File: src/rtl/vx_dispatch_arb.sv
// Round-robin dispatch arbiter: NUM_REQS lanes share one registered output slice
// toward an execution unit, with per-lane saturating stall counters.
module vx_dispatch_arb #(
  parameter int NUM_REQS = 4,
  parameter int DATAW    = 32,
  parameter int CTR_W    = 16,
  localparam int SEL_W   = (NUM_REQS > 1) ? $clog2(NUM_REQS) : 1
) (
  input  logic                      clk,
  input  logic                      reset,
  input  logic [NUM_REQS-1:0]       valid_in,
  input  logic [NUM_REQS*DATAW-1:0] data_in,
  output logic [NUM_REQS-1:0]       ready_in,
  output logic                      valid_out,
  output logic [DATAW-1:0]          data_out,
  output logic [SEL_W-1:0]          sel_out,
  input  logic                      ready_out,
  output logic [NUM_REQS*CTR_W-1:0] stall_cnt
);

  logic                valid_r;
  logic [DATAW-1:0]    data_r;
  logic [SEL_W-1:0]    sel_r;
  logic [SEL_W-1:0]    ptr;
  logic [NUM_REQS-1:0] grant;
  logic [SEL_W-1:0]    grant_idx;
  logic                can_accept;
  logic                fire;
  logic [CTR_W-1:0]    stall_q [NUM_REQS];

  assign can_accept = ~valid_r | ready_out;

  // Search upward from ptr, wrapping, and take the first requesting lane.
  always_comb begin
    int   idx;
    logic found;
    grant     = '0;
    grant_idx = '0;
    found     = 1'b0;
    idx       = 0;
    for (int k = 0; k < NUM_REQS; k++) begin
      idx = int'(ptr) + k;
      if (idx >= NUM_REQS) idx = idx - NUM_REQS;
      if (!found && valid_in[idx]) begin
        found      = 1'b1;
        grant[idx] = 1'b1;
        grant_idx  = SEL_W'(idx);
      end
    end
  end

  assign ready_in = grant & {NUM_REQS{can_accept}};
  assign fire     = |(valid_in & ready_in);

  always_ff @(posedge clk or negedge reset) begin
    if (!reset) begin
      valid_r <= 1'b0;
      data_r  <= '0;
      sel_r   <= '0;
      ptr     <= '0;
    end else if (fire) begin
      valid_r <= 1'b1;
      data_r  <= data_in[int'(grant_idx)*DATAW +: DATAW];
      sel_r   <= grant_idx;
      ptr     <= (int'(grant_idx) == NUM_REQS-1) ? '0 : grant_idx + 1'b1;
    end else if (valid_r && ready_out) begin
      valid_r <= 1'b0;
    end
  end

  // A lane stalls whenever it requests but is not accepted; counters stick at all-ones.
  always_ff @(posedge clk or negedge reset) begin
    if (!reset) begin
      for (int i = 0; i < NUM_REQS; i++) stall_q[i] <= '0;
    end else begin
      for (int i = 0; i < NUM_REQS; i++) begin
        if (valid_in[i] && !ready_in[i] && (stall_q[i] != {CTR_W{1'b1}}))
          stall_q[i] <= stall_q[i] + 1'b1;
      end
    end
  end

  for (genvar i = 0; i < NUM_REQS; i++) begin : g_stall
    assign stall_cnt[i*CTR_W +: CTR_W] = stall_q[i];
  end

  assign valid_out = valid_r;
  assign data_out  = data_r;
  assign sel_out   = sel_r;

endmodule

File: config.mk
export PLATFORM = sky130hd
export DESIGN_NAME = vx_dispatch_arb
export DESIGN_NICKNAME = d
export VERILOG_FILES = /design/src/rtl/vx_dispatch_arb.sv
export SDC_FILE = /design/constraint.sdc
export NUM_CORES = 1
export LEC_CHECK = 0
export CAP_MARGIN = 15
export CORE_ASPECT_RATIO = 1.4
export CORE_MARGIN = 4
export CORE_UTILIZATION = 30
export CTS_CLUSTER_SIZE = 8
export DETAILED_ROUTE_END_ITERATION = 6
export HOLD_SLACK_MARGIN = 0.12
export PLACE_DENSITY = 0.67
export SLEW_MARGIN = 10
export SYNTH_ARGS = -nofsm -noshare
export SYNTH_HDL_FRONTEND = slang
export SYNTH_SLANG_ARGS = --single-unit
File: constraint.sdc
create_clock -name clk -period 7.3 [get_ports clk]
set_clock_uncertainty 0.15 [all_clocks]
set_input_delay 1.46 -clock clk [delete_from_list [all_inputs] [get_ports clk]]
set_output_delay 1.46 -clock clk [all_outputs]
set_load 0.005 [all_outputs]
==> impl_metrics.json <==
{
  "rows": 65,
  "synth_fp_nets": 834,
  "ys_types": 60,
  "cts_tree": "done",
  "hold_viol": 0,
  "holdPathStages": 1,
  "fmax_mhz": 162.7,
  "setup_ws_ns": 1.155,
  "layout_min_cycle_time_ns": 6.145,
  "antenna_left": 0,
  "met1_usage": 0.1927,
  "die-height_microns": 188.3,
  "gr-usage-all-layers": 0.1652,
  "clkLatencyLatePin_ns": 0.35,
  "cts-root-buf": "clkbuf_16",
  "cts_buffers": 9,
  "dp.cells": 1181,
  "antenna_found_initial": 0,
  "postCtsResizedCells": 0,
  "synth.most_common_cell": "mux2_2",
  "drt-pass1-iter-count": 7,
  "grt_overflow_total": 0,
  "hpwl_microns": 15610,
  "cts_buffer_depth": 2,
  "ys_ff_latch": 101,
  "p_per_area_nw_per_um2": 406.1,
  "core_sq_um": 22690,
  "setup_viol": 0,
  "fin_crit_sh": 0.8418,
  "layout-drive-gt1-share": 0.1674,
  "hold_path_class": "reg -> reg",
  "fp.dieW_microns": 136.8,
  "antenna_cells": 0,
  "netlist_top_cells_count": "mux2_2, dfrtp_1, a222oi_1, nor2_1, a21oi_1",
  "initial_core_util": 0.3069,
  "cap_violations": 0,
  "cp-end-kind": "primary output",
  "crit_top_cell": "clkdlybuf4s50_1",
  "postCtsSetupBuffers": 0,
  "synth_edf_count": 0,
  "rrSetupSlack_ns": 3.09,
  "fin_nets": 1035,
  "nFillCells": 2202,
  "io_buffer_count": 237,
  "stdcell_count": 1197,
  "synth_area_leaders": "dfrtp_1, mux2_2, a222oi_1",
  "synth_area_sq_um": 6964,
  "final_max_slew_viol_count": 0,
  "vias": 6493,
  "postSynthCellCount": 690,
  "outcome": "finished with violations",
  "path_buf_inv": 3,
  "cp_slowest_cell": "clkdlybuf4s50_1",
  "cp.arrival_ns": 4.53,
  "leakage_nw": 3.923,
  "use_met2": 0.2975,
  "dp_slack_ns": 1.186,
  "syn_to_final_growth_pct": 41.54,
  "ir_drop_uv": 298.6,
  "drc": 1,
  "routed_wl_microns": 21900,
  "via_per_inst": 5.424,
  "grt_pass1_vias": 6505,
  "r2r_cells": 8,
  "path_depth": 7,
  "yosysTopAreaCellShare": 0.3629,
  "ys_warn_count": 0,
  "yosysTopAreaCell": "dfrtp_1",
  "hold_slack_ns": 0.3376,
  "path_max_fanout": 21,
  "grt_pass1_wl_microns": 34580,
  "crit_type": "in -> out",
  "grt-busiest-layer": "met2",
  "met3_usage": 0.03472,
  "required_ns": 5.69,
  "detailedRoute.firstIterationViolations": 530,
  "slowest_delay_ns": 0.78,
  "gp_congestion": 0.8634,
  "cp_top_family": "buffers and inverters",
  "grt_max_degree": 82,
  "ys_async_sr_fraction": 1.000,
  "rsz0062_at_grt": "no",
  "dieArea_sq_um": 25750,
  "cts_hold_buf": 0,
  "violations": "DRC",
  "fin_tns_setup_ns": 0,
  "slew-limit-headroom": 0.3099,
  "clock-sinks": 101,
  "startpoint_type": "primary input",
  "cts_max_level": 3,
  "worstPathCellList": "clkdlybuf4s50_1 > mux4_2 > or3b_2 > a2bb2oi_1 > o21a_1 > buf_4 > clkdlybuf4s50_1",
  "worst_slew_pin_slew_ns": 1.035,
  "wl_per_cell_microns": 18.30,
  "avgSynthCellArea_sq_um": 10.09,
  "synth_ff_type": "dfrtp_1",
  "io_pins": 238,
  "clk_pin_slew_ns": 0.08,
  "yosysSeqAreaShare": 0.3629
}
-- metrics by stage --
step | cell area (sq um) | utilization | total power [mW]
after floorplan | 6964 | - | 2.688
after detailed placement | 9563 | 0.4215 | 3.571
after global placement | 9563 | 0.4215 | 3.539
after global routing | 9857 | 0.4344 | 4.352
final | 9857 | 0.4344 | 4.003
after CTS | 9857 | 0.4344 | 4.077
-- metal layers --
metal,vias up,share of wire
met1,3164,0.39
met2,211,0.51
met3,31,0.070
met4,0,0.024
li1,3087,-
met5,-,0
-- sequential cells by signal (all words and copies together) (netlist names), named ones only --
| register | flops |
|---|---|
| ptr | 1 |
| sel_out | 2 |
| stall_cnt | 64 |
| data_out | 32 |
| valid_out | 1 |
-- worst paths after layout --
path	from	end
worst max-delay path	valid_in[1]	ready_in[2]
worst min-delay path	stall_cnt[10]	stall_cnt[10]
worst max register to register	register	data_out[22]
worst min register to register	stall_cnt[10]	stall_cnt[10]
max in group asynchronous	reset	asynchronous set/reset pin
min in group asynchronous	reset	data_out[10]
-- area by class of cell --
class | count | area [sq um] | area share
Tap cell | 301 | 376.6 | 0.03821
Clock inverter | 6 | 65.06 | 0.006601
Sequential cell | 101 | 2529 | 0.2565
Inverter | 11 | 43.79 | 0.004443
Timing Repair Buffer | 250 | 2467 | 0.2503
Clock buffer | 10 | 229.0 | 0.02323
Multi-Input combinational cell | 518 | 4146 | 0.4207
-- where the power goes --
group | leakage, nW | switching, mW | internal, mW
combinational | 2.51 | 1.26 | 1.33
sequential | 1.27 | 0.173 | 0.755
clock | 0.144 | 0.242 | 0.243
total | 3.92 | 1.68 | 2.33
-- cell usage in the layout, fill, tap and decap left out, types with 6 or more instances in the layout --
| cell type | n |
|---|---|
| clkdlybuf4s50_1 | 236 |
| mux2_2 | 102 |
| dfrtp_1 | 100 |
| a222oi_1 | 64 |
| nor2_1 | 47 |
| a21oi_1 | 40 |
| xor2_1 | 35 |
| nand2_1 | 31 |
| nand3_1 | 25 |
| xnor2_1 | 25 |
| nand4_1 | 19 |
| nor4_1 | 17 |
| buf_4 | 14 |
| nor3_1 | 11 |
| inv_1 | 9 |
| and4_1 | 9 |
| and3_1 | 9 |
| ha_1 | 9 |
| clkbuf_16 | 9 |
| nor3b_1 | 6 |
| mux2i_1 | 6 |
-- kinds of logic (layout without fill, tap and decap cells) --
logic type,Yosys count,in the layout,share of synthesized area
flops,101,101,0.3629
fa+ha+maj,9,9,0.01617
buf+inv,71,277,0.04527
simple gates,201,201,0.1547
compound gates,136,136,0.1594
mux,111,111,0.1838
xor+xnor,61,61,0.07779
Power figures use the tool's default switching activity.
